**src/rtl/adc_reader.sv**
```systemverilog
// -----------------------------------------------------------------------------
// adc_reader
//
// SPI master for a 12-bit serial ADC. A start request opens a conversion
// frame: chip select drops, FRAME serial clock pulses are generated with a
// half-period of DIV clk cycles, and spi_miso is captured on every rising
// spi_sck edge. The last 12 bits captured become the sample, announced by a
// one-cycle valid strobe. A quiet period of DIV cycles keeps chip select
// high before the next frame can start.
//
// Ports
//   clk       in   system clock, all logic on its rising edge
//   rst       in   asynchronous active-low reset
//   start     in   conversion request, only looked at in IDLE
//   spi_miso  in   serial data from the ADC, MSB first
//   spi_sck   out  serial clock to the ADC, idle low
//   adc_cs    out  ADC chip select, active low
//   sample    out  last completed 12-bit conversion result
//   valid     out  one-cycle strobe when sample has been updated
//   busy      out  high whenever the block is not in IDLE
// -----------------------------------------------------------------------------
module adc_reader #(
    parameter int DIV   = 25,
    parameter int FRAME = 16
) (
    input  logic        clk,
    input  logic        rst,
    input  logic        start,
    input  logic        spi_miso,
    output logic        spi_sck,
    output logic        adc_cs,
    output logic [11:0] sample,
    output logic        valid,
    output logic        busy
);

    // Prescaler needs at least one bit even when DIV=1 (it then stays at 0
    // and ticks every cycle).
    localparam int PW = (DIV > 1) ? $clog2(DIV) : 1;
    localparam int CW = $clog2(FRAME);

    typedef enum logic [2:0] {
        S_IDLE,
        S_SETUP,
        S_SHIFT,
        S_DONE,
        S_QUIET
    } state_t;

    state_t           r_state, w_state_next;
    logic [PW-1:0]    r_presc, w_presc_next;
    logic [CW-1:0]    r_bit_cnt, w_bit_cnt_next;
    logic [FRAME-1:0] r_shift, w_shift_next;
    logic             r_sck, w_sck_next;
    logic             r_cs, w_cs_next;
    logic             r_valid, w_valid_next;
    logic             r_busy, w_busy_next;
    logic [11:0]      r_sample, w_sample_next;

    logic             w_tick;
    // The oldest shift-register bit is shifted out and never read; it only
    // exists so the register is a full frame wide.
    logic             w_unused_msb;

    assign w_tick       = (r_presc == PW'(DIV - 1));
    assign w_unused_msb = r_shift[FRAME-1];

    // -------------------------------------------------------------------------
    // State and output registers
    // -------------------------------------------------------------------------
    always_ff @(posedge clk or negedge rst) begin
        if (!rst) begin
            r_state   <= S_IDLE;
            r_presc   <= '0;
            r_bit_cnt <= '0;
            r_shift   <= '0;
            r_sck     <= 1'b0;
            r_cs      <= 1'b1;
            r_valid   <= 1'b0;
            r_busy    <= 1'b0;
            r_sample  <= '0;
        end else begin
            r_state   <= w_state_next;
            r_presc   <= w_presc_next;
            r_bit_cnt <= w_bit_cnt_next;
            r_shift   <= w_shift_next;
            r_sck     <= w_sck_next;
            r_cs      <= w_cs_next;
            r_valid   <= w_valid_next;
            r_busy    <= w_busy_next;
            r_sample  <= w_sample_next;
        end
    end

    // -------------------------------------------------------------------------
    // Next-state and next-output logic
    // -------------------------------------------------------------------------
    always_comb begin
        w_state_next   = r_state;
        w_presc_next   = w_tick ? '0 : r_presc + 1'b1;
        w_bit_cnt_next = r_bit_cnt;
        w_shift_next   = r_shift;
        w_sck_next     = r_sck;
        w_cs_next      = r_cs;
        w_valid_next   = 1'b0;
        w_sample_next  = r_sample;

        case (r_state)
            S_IDLE: begin
                w_cs_next  = 1'b1;
                w_sck_next = 1'b0;
                if (start) begin
                    w_state_next   = S_SETUP;
                    // Restart the prescaler so SETUP lasts exactly DIV cycles.
                    w_presc_next   = '0;
                    w_cs_next      = 1'b0;
                    w_bit_cnt_next = '0;
                    w_shift_next   = '0;
                end
            end

            S_SETUP: begin
                if (w_tick) begin
                    w_state_next = S_SHIFT;
                end
            end

            S_SHIFT: begin
                if (w_tick) begin
                    if (!r_sck) begin
                        // Rising edge: capture the bit the ADC presented on
                        // the previous falling edge (or on CS fall).
                        w_sck_next   = 1'b1;
                        w_shift_next = {r_shift[FRAME-2:0], spi_miso};
                    end else begin
                        w_sck_next = 1'b0;
                        if (r_bit_cnt == CW'(FRAME - 1)) begin
                            w_state_next  = S_DONE;
                            w_cs_next     = 1'b1;
                            w_sample_next = r_shift[11:0];
                            w_valid_next  = 1'b1;
                        end else begin
                            w_bit_cnt_next = r_bit_cnt + 1'b1;
                        end
                    end
                end
            end

            S_DONE: begin
                w_state_next = S_QUIET;
                // QUIET measures the CS-high time from a fresh count.
                w_presc_next = '0;
            end

            S_QUIET: begin
                if (w_tick) begin
                    w_state_next = S_IDLE;
                end
            end

            default: begin
                w_state_next = S_IDLE;
                w_cs_next    = 1'b1;
                w_sck_next   = 1'b0;
            end
        endcase

        w_busy_next = (w_state_next != S_IDLE);
    end

    assign spi_sck = r_sck;
    assign adc_cs  = r_cs;
    assign sample  = r_sample;
    assign valid   = r_valid;
    assign busy    = r_busy;

endmodule

```
**config.mk**
```make
export PLATFORM = sky130hd
export DESIGN_NAME = adc_reader
export DESIGN_NICKNAME = d
export VERILOG_FILES = /design/src/rtl/adc_reader.sv
export SDC_FILE = /design/constraint.sdc
export NUM_CORES = 1
export LEC_CHECK = 0
export ABC_CLOCK_PERIOD_IN_PS = 1680
export CAP_MARGIN = 10
export CORE_MARGIN = 2
export CORE_UTILIZATION = 30
export DETAILED_ROUTE_END_ITERATION = 7
export PLACE_DENSITY_LB_ADDON = 0.15
export SYNTH_ARGS = -nofsm -noshare
export SYNTH_HDL_FRONTEND = slang
export SYNTH_SLANG_ARGS = --single-unit
export TNS_END_PERCENT = 10
```
**constraint.sdc**
```tcl
create_clock -name clk -period 1.68 [get_ports clk]
set_clock_uncertainty 0.15 [all_clocks]
set_input_delay 0.168 -clock clk [delete_from_list [all_inputs] [get_ports clk]]
set_output_delay 0.168 -clock clk [all_outputs]
set_load 0.02 [all_outputs]
```
---- Yosys cells after proc, flatten, opt, wreduce, memory -nomap -nowiden ----
Cells that the tools add are included.
storage, ports and cells
  output and inout bits ................... 16
  register bits ........................... 40
  word-level logic and storage cells ...... 64
  bits of input ports ..................... 4
cells by class
  mux-type cells .......................... 31
  bitwise gates (word level) .............. 1
  reduce and logical (&&, ||, !) cells .... 9
  equality and inequality tests ........... 12
  $add $sub $neg .......................... 2
operators with widths
  cell                 count
  $mux 12              3
  $pmux 12 s2          1
  $mux 3               6
  $mux 4               4
  $pmux 3 s5           1
  $ne 2x2->1 const B   6
  $reduce_and 4->1     3
  $mux 1               10
  $mux 5               2
  $pmux 5 s2           1
  $pmux 4 s2           1
  $eq 3x2->1 const B   2
  $add 5x1->5 const B  1
  $eq 5x5->1 const B   1
  $reduce_and 5->1     1
  $add 4x1->4 const B  1
  $eq 4x4->1 const B   1
  $eq 3x1->1 const B   1
  $eq 3x3->1 const B   1
  $logic_not 3->1      1
  $pmux 1 s3           1
  $reduce_bool 3->1    1
  $reduce_or 3->1      1
  $pmux 1 s2           1
  3 further kinds      3

---- Depth between registers and ports, before layout ----
Gate-level depths: netlist of run 1.
  word-level depth ........................ 6
  mapped depth ............................ 7
  depth with buffers taken out ............ 5

---- Least setup slack after synthesis of run 1 ----
OpenSTA, ideal clock, no wires.
  kind .................................... register -> register
  start point ............................. register r_bit_cnt[0]
  end point ............................... register r_sample[0], in the netlist sample[0]
  arrival ................................. 1442 ps
  cell stages (with the launch flop) ...... 6
  required time ........................... 1405 ps
  slack ................................... -37 ps
  clock period less this slack ............ 1717 ps
  buffers on the path ..................... 1
  setup time .............................. 125 ps
  cell sequence ........................... dfrtp_1 -> ha_1 -> and4bb_2 -> nand4_4 -> buf_6 -> mux2_4
on the way
  longest elaborated chain between the ends .. 2
RTL lines
  element                     line  RTL
  from (decl)                 52    logic [CW-1:0] r_bit_cnt, w_bit_cnt_next;
  from (signal assigned)      85    r_bit_cnt <= w_bit_cnt_next;
  $eq 4x4->1                  137   if (r_bit_cnt == CW'(FRAME - 1)) begin
  $reduce_and 4->1 (no line)  --
  to (signal assigned)        91    r_sample <= w_sample_next;
  to (decl)                   58    logic [11:0] r_sample, w_sample_next;
Every way passes these cells.
A chain may end at the register's enable or synchronous reset.

---- Worst setup path after layout of run 1 ----
  start point ............................. register r_presc[0]
  end point ............................... register r_busy, in the netlist busy
on the way
  longest elaborated chain between the ends .. 4
  elaborated cells between the ends (all ways) .. 6
  those cells by class .................... eq/ne: 1; mux: 4; reduce/logical: 1
RTL lines
  element                           line           RTL
  from (decl)                       51             logic [PW-1:0] r_presc, w_presc_next;
  from (signal assigned)            84             r_presc <= w_presc_next;
  $eq 5x5->1 (*)                    65             assign w_tick = (r_presc == PW'(DIV - 1));
  $mux 3, on equally long branches  156, 123, 129
  $pmux 3 s5 (*)                    108            case (r_state)
  $reduce_bool 3->1 (*)             168            w_busy_next = (w_state_next != S_IDLE);
  via w_busy_next                   57             logic r_busy, w_busy_next;
  to (signal assigned)              90             r_busy <= w_busy_next;
  to (decl)                         57
Mark *: on every way through the listed nets, which the timed path passes. The rest lies on a longest branch.

==> results of run 1 <==
registers in the layout (all words and copies together), names as in the netlist:
name / flops
busy: 1
r_shift: 12
sample: 12
adc_cs: 1
valid: 1
r_state: 3
r_bit_cnt: 4
spi_sck: 1
r_presc: 5
power groups by stage:
stage,sequential [W],combinational [W],clock (W)
3_5_place_dp,0.000981,0.0000372,0
5_1_grt,0.000962,0.0000420,0.000905
6_report,0.000962,0.0000366,0.000837
2_1_floorplan,0.000981,0.00000183,0
3_3_place_gp,0.000981,0.0000378,0
4_1_cts,0.000962,0.0000391,0.000863
how the worst max path moves through the flow:
stage,to,startpoint
final,busy$_DFF_PN0_,r_presc[0]$_DFF_PN0_
after global routing,sample[1]$_DFFE_PN0P_,r_presc[1]$_DFF_PN0_
after CTS,sample[1]$_DFFE_PN0P_,r_presc[1]$_DFF_PN0_
after detailed placement,sample[2]$_DFFE_PN0P_,r_presc[1]$_DFF_PN0_
after global placement,sample[1]$_DFFE_PN0P_,r_presc[1]$_DFF_PN0_
after floorplan,sample[0]$_DFFE_PN0P_,r_bit_cnt[0]$_DFFE_PN0P_
placed cells by master (no fill, tap or decap), drive strengths merged, types with 2 or more instances in the layout:
| master | netlist | routed |
|---|---|---|
| nor2b | 4 | 4 |
| nor2 | 5 | 5 |
| mux2 | 12 | 12 |
| nor4b | 2 | 2 |
| inv | 4 | 4 |
| o21ai | 4 | 4 |
| buf | 6 | 26 |
| dlygate4sd2 | 0 | 2 |
| nand3b | 2 | 2 |
| nand4 | 17 | 17 |
| a21oi | 6 | 6 |
| xor2 | 2 | 2 |
| nor3 | 6 | 6 |
| and2 | 3 | 3 |
| clkdlybuf4s50 | 0 | 16 |
| nand3 | 16 | 16 |
| or3b | 2 | 2 |
| o211ai | 15 | 15 |
| clkbuf | 10 | 6 |
| nand2b | 4 | 4 |
| nand2 | 16 | 16 |
| dfrtp | 39 | 39 |
| and3 | 2 | 2 |
| ha | 3 | 3 |
final cells by class:
| type | instances | area, um2 |
|---|---|---|
| Fill cell | 657 | 4096 |
| Sequential cell | 40 | 1003 |
| Multi-Input combinational cell | 136 | 975.9 |
| Timing Repair Buffer | 45 | 406.6 |
| Tap cell | 80 | 100.1 |
| Clock buffer | 6 | 82.58 |
| Clock inverter | 2 | 38.79 |
| Inverter | 4 | 15.01 |
worst reg2reg max path, cell delays in order, from the launching register on:
cell	delay [ps]
dfrtp_1	350
inv_1	40
ha_1	200
and4b_2	260
buf_4	190
or3_1	330
a21oi_2	140
layer usage:
metal	GRT usage	up-vias	part of all wire
met4	0.03551	0	0.010
met1	0.1660	788	0.50
met3	0.03143	6	0.030
li1	-	796	-
met2	0.2182	21	0.46
met5	0	-	0
through the flow:
| step | total power, W | worst slack [ps] | cells | utilization |
|---|---|---|---|---|
| final | 0.001836 | -40.31 | 313 | 0.3903 |
| after CTS | 0.001864 | -54.09 | 311 | 0.3860 |
| after detailed placement | 0.001018 | -66.00 | 302 | 0.3665 |
| after global placement | 0.001019 | -49.04 | 302 | 0.3665 |
| after global routing | 0.001909 | -113.4 | 313 | 0.3903 |
| after floorplan | 0.0009833 | -5.534 | 196 | - |
cell families (layout without fill, tap and decap cells):
logic type	Yosys count	count (layout)	synth area share
simple gates	86	86	0.2447
xor+xnor	3	3	0.01282
flops	40	40	0.4887
compound gates	32	32	0.1080
buf+inv	20	57	0.04332
fa+ha+maj	3	3	0.01831
mux	12	12	0.08419
cell usage after synthesis, types with 3 or more instances:
library cell,count,area share
nand4_1,16,0.049
nand2b_1,4,0.012
clkbuf_1,10,0.018
dfrtp_1,39,0.48
nand3_1,16,0.039
nor3_1,6,0.015
ha_1,3,0.018
a21oi_1,6,0.015
buf_2,5,0.012
mux2_4,10,0.073
o21ai_0,4,0.0098
nand2_1,16,0.029
nor2b_1,4,0.012
o211ai_1,15,0.055
inv_1,4,0.0073
and2_1,3,0.0092
nor2_1,5,0.0092
timing repair:
item	4_1_cts	5_1_grt
buffers inserted	0	1
cloned	0	1
hold buffers	1	0
setup endpoints to repair	16	36
resized for setup	4	5
endpoints found under the hold margin	40	0
==> results.json, run 1 <==
{
  "outcome": "finished, violations left",
  "violations": "negative setup slack",
  "cp.required_ps": 1750,
  "grt.total_usage": 0.1295,
  "maxSlewHeadroom": 0.6664,
  "place_congestion": 0.7850,
  "final-max-slew-violation-count": 0,
  "overflow": 0,
  "antenna_found_initial": 0,
  "syn_area_um2": 2051,
  "holdWs_ps": 223.2,
  "synth-seq-area-share": 0.4887,
  "yosysWarnings": 0,
  "fp-row-count": 30,
  "synth_edf_count": 0,
  "cts_root_buf": "clkbuf_8",
  "setup-tns-final_ps": -390.1,
  "area_delta_synth_final_pct": 27.88,
  "vdd_drop_max_mv": 0.3801,
  "drv_cap": 0,
  "slowest_delay_ps": 350,
  "p_per_area_nw_per_um2": 700.0,
  "ios": 20,
  "hold_path.class": "input port to asynchronous set/reset pin",
  "syn_inst": 196,
  "swShare": 0.2036,
  "end_kind": "flip-flop",
  "syn_area_per_cell_um2": 10.46,
  "worst_setup_path_start_kind": "flip-flop",
  "synth_cell_types": 41,
  "min_period_ps": 1720,
  "cts.path.max_buffers": 2,
  "ys.flop_type": "dfrtp_1",
  "p_int_w": 0.001462,
  "p_comb_frac": 0.020,
  "cp_num_buf_inv": 2,
  "cts_tree": "done",
  "die_w_um": 86.68,
  "slowest_stage": "dfrtp_1",
  "drive_gt1_frac": 0.2489,
  "drtIter0Drc": 42,
  "max_freq_mhz": 581.3,
  "critical_path_depth": 6,
  "tightest_slew_ps": 498.2,
  "die_area_um2": 7513,
  "insertion_delay_ps": 290,
  "fin_nets": 239,
  "ff2ff_setup_slack_ps": -40,
  "finalCritPeriodShare": 1.024,
  "path_class": "flip-flop to flip-flop",
  "grt_first_pass_wirelength_mm": 7.741,
  "reg2reg_depth": 6,
  "arrival_ps": 1790,
  "r2r-start": "r_presc[0]$_DFF_PN0_",
  "cts_buffers": 5,
  "cp_cell_sequence": "inv_1, ha_1, and4b_2, buf_4, or3_1, a21oi_2",
  "cts.sinks": 40,
  "ant_nets": 0,
  "place_area_um2": 2462,
  "layout_setup_ws_ps": -40.31,
  "synth-seq-cells": 40,
  "clockPowerShare": 0.456,
  "final_cell_area_um2": 2623,
  "setup_viol": 13,
  "drt_wl_total_mm": 4.429,
  "rsz0062_at_grt": "yes",
  "p_leak_nw": 1.125,
  "path_max_fanout": 12,
  "antenna_cells": 0,
  "seq_power_share": 0.524,
  "htree_levels": 2,
  "initial_core_util": 0.3052,
  "crit_family": "simple AND/OR/NAND/NOR gates",
  "rr_endpoint": "busy$_DFF_PN0_",
  "dp_hpwl_mm": 2.998,
  "vias": 1611,
  "grt_pass1_vias": 1601,
  "drc": 0,
  "dr.pass1.iters": 4,
  "grt_max_degree": 41,
  "netSwitchingPower_w": 0.0003738,
  "core_region_area_um2": 6719,
  "hold_violations": 0,
  "synthArstFlopShare": 1.000,
  "die_height_um": 86.68,
  "syn_nets": 203,
  "via_per_inst": 5.147,
  "cts.clk_slew.worst_paths_ps": 80,
  "port_buffers": 19,
  "wl_per_cell_um": 14.15
}
No activity file was read; power rests on OpenSTA's default activity.
==> run 2, diff against run 1 <==
--- a/config.mk
+++ b/config.mk
@@ -6,9 +6,10 @@
 export NUM_CORES = 1
 export LEC_CHECK = 0
 export ABC_CLOCK_PERIOD_IN_PS = 1680
-export CAP_MARGIN = 10
+export CAP_MARGIN = 25
 export CORE_MARGIN = 2
 export CORE_UTILIZATION = 30
+export CTS_CLUSTER_DIAMETER = 60
 export DETAILED_ROUTE_END_ITERATION = 7
 export PLACE_DENSITY_LB_ADDON = 0.15
 export SYNTH_ARGS = -nofsm -noshare
==> results of run 2 <==
Same layout as run 1: the final DEF is identical, and so are final timing and power.
==> run 3, diff against run 2 <==
--- a/config.mk
+++ b/config.mk
@@ -10,8 +10,10 @@
 export CORE_MARGIN = 2
 export CORE_UTILIZATION = 30
 export CTS_CLUSTER_DIAMETER = 60
+export CTS_CLUSTER_SIZE = 14
 export DETAILED_ROUTE_END_ITERATION = 7
 export PLACE_DENSITY_LB_ADDON = 0.15
+export SKIP_CTS_REPAIR_TIMING = 1
 export SYNTH_ARGS = -nofsm -noshare
 export SYNTH_HDL_FRONTEND = slang
 export SYNTH_SLANG_ARGS = --single-unit
==> run 3 against run 2 <==
Against the previous run:
- the flow still finishes with violations (negative setup slack)
- non-clock buffer count stayed put
- power hardly changed
- utilization is 0.11 points higher
- register-to-register slack hardly changed
- global-route usage stayed put
- die area stayed put
- wire length is 0.27% higher
- sequential power hardly changed
- final area is 0.29% higher
- first-iteration DRC count is 45% higher
- critical path type unchanged
- largest cell class unchanged
==> results.json, run 3 (synthesis gave the netlist of run 1 again) <==
{
  "drive_gt1_frac": 0.2489,
  "p_leak_nw": 1.153,
  "cp.required_ps": 1760,
  "violations": "negative setup slack",
  "die_height_um": 86.68,
  "drv_cap": 0,
  "layout_commonest_cell": "dfrtp_1",
  "die_w_um": 86.68,
  "dp_hpwl_mm": 2.998,
  "max_freq_mhz": 581.6,
  "grt.total_usage": 0.1295,
  "cts_buffers": 5,
  "place_area_um2": 2462,
  "finalPower_w": 0.001836,
  "final_cell_area_um2": 2630,
  "antenna_found_initial": 0,
  "cts_tree": "done",
  "hold_violations": 0,
  "die_area_um2": 7513,
  "port_buffers": 19,
  "cp_cell_sequence": "inv_1, ha_1, and4b_2, buf_4, or3_1, a21oi_2",
  "maxSlewHeadroom": 0.6660,
  "vias": 1618,
  "vdd_drop_max_mv": 0.3798,
  "arrival_ps": 1790,
  "overflow": 0,
  "via_per_inst": 5.169,
  "antenna_cells": 0,
  "fin_nets": 239,
  "holdWs_ps": 223.2,
  "slowest_stage": "dfrtp_1",
  "ant_nets": 0,
  "wl_per_cell_um": 14.19,
  "path_class": "flip-flop to flip-flop",
  "multi_input_area_um2": 975.9,
  "slowest_delay_ps": 350,
  "final-max-slew-violation-count": 0,
  "insertion_delay_ps": 300,
  "drtIter0Drc": 61,
  "nFillCells": 658,
  "p_per_area_nw_per_um2": 698.1,
  "drt_wl_total_mm": 4.441,
  "fp-row-count": 30,
  "min_period_ps": 1719,
  "grt_max_degree": 41,
  "utilization": 0.3914,
  "setup-tns-final_ps": -385.2,
  "tightest_slew_ps": 498.7,
  "initial_core_util": 0.3052,
  "dr.pass1.iters": 4,
  "path_max_fanout": 12,
  "cp-startpoint": "r_presc[0]$_DFF_PN0_",
  "ios": 20,
  "finalCritPeriodShare": 1.023,
  "drc": 0,
  "seq_power_share": 0.524,
  "rsz0062_at_grt": "yes",
  "htree_levels": 2,
  "layout_setup_ws_ps": -39.33,
  "final_cell_mix": "dfrtp_1 (38), buf_4 (21)",
  "cts_root_buf": "clkbuf_8",
  "netSwitchingPower_w": 0.0003740,
  "area_delta_synth_final_pct": 28.25,
  "core_region_area_um2": 6719,
  "end_kind": "flip-flop",
  "r2r-start": "r_presc[0]$_DFF_PN0_",
  "cts.sinks": 40,
  "setup_viol": 14,
  "grt_first_pass_wirelength_mm": 7.741,
  "worst_setup_path_start_kind": "flip-flop",
  "cts.clk_slew.worst_paths_ps": 80,
  "p_comb_frac": 0.020,
  "grt_pass1_vias": 1601,
  "p_int_w": 0.001462,
  "clockPowerShare": 0.456,
  "cts.path.max_buffers": 2,
  "seq_area_um2": 1003,
  "outcome": "finished, violations left",
  "hold_path.class": "input port to asynchronous set/reset pin",
  "swShare": 0.2037,
  "place_congestion": 0.7850
}
-- run 3: cell types whose count changed in the layout (fill, tap and decap cells not counted) --
cell	delta
dlygate4sd2_1	-2
dlymetal6s2s_1	+2
-- run 3: worst paths after layout --
path,to,slack (ps),depth (start not counted)
max,busy$_DFF_PN0_,-40,6
min,sample[7]$_DFFE_PN0P_,220,3
max reg2reg,busy$_DFF_PN0_,-40,6
min reg2reg,r_state[1]$_DFF_PN0_,330,1
max in group asynchronous,adc_cs$_DFFE_PN1P_,880,3
min in group clk,r_shift[0]$_DFFE_PN0P_,290,3
-- run 3: metal layers --
layer  track usage  wire length (um)
met5             0                 0
met1        0.1654              2216
met4       0.03551                46
met3       0.03238               141
met2        0.2182              2037
-- run 3: cell type report --
type / instances / area share
clock buffer: 6 / 0.03140
clock inverter: 2 / 0.01475
inverter: 4 / 0.005709
multi-input combinational: 136 / 0.3711
sequential: 40 / 0.3815
tap: 80 / 0.03806
timing repair buffer: 45 / 0.1575
-- run 3: critical path: cells and delay by family (launching register included) --
kind | cells | cell delay (ps)
adder cells (fa/ha/maj) | 1 | 200
AO/OA/AOI/OAI | 1 | 140
flip-flops | 1 | 350
buffers and inverters | 2 | 230
AND/OR/NAND/NOR | 2 | 590
-- run 3: per-stage QoR --
| stage | std cells | setup WS, ps |
|---|---|---|
| 3_3_place_gp | 302 | -49.04 |
| 2_1_floorplan | 196 | -5.534 |
| 6_report | 313 | -39.33 |
| 3_5_place_dp | 302 | -66.00 |
| 5_1_grt | 313 | -113.4 |
| 4_1_cts | 310 | -203.6 |
-- run 3: power by group through the flow --
stage	Clock [W]	Combinational, W	Sequential [W]
floorplan	0	0.00000183	0.000981
global placement	0	0.0000378	0.000981
detailed placement	0	0.0000372	0.000981
CTS	0.000863	0.0000372	0.000962
global route	0.000905	0.0000420	0.000962
finish	0.000837	0.0000366	0.000962
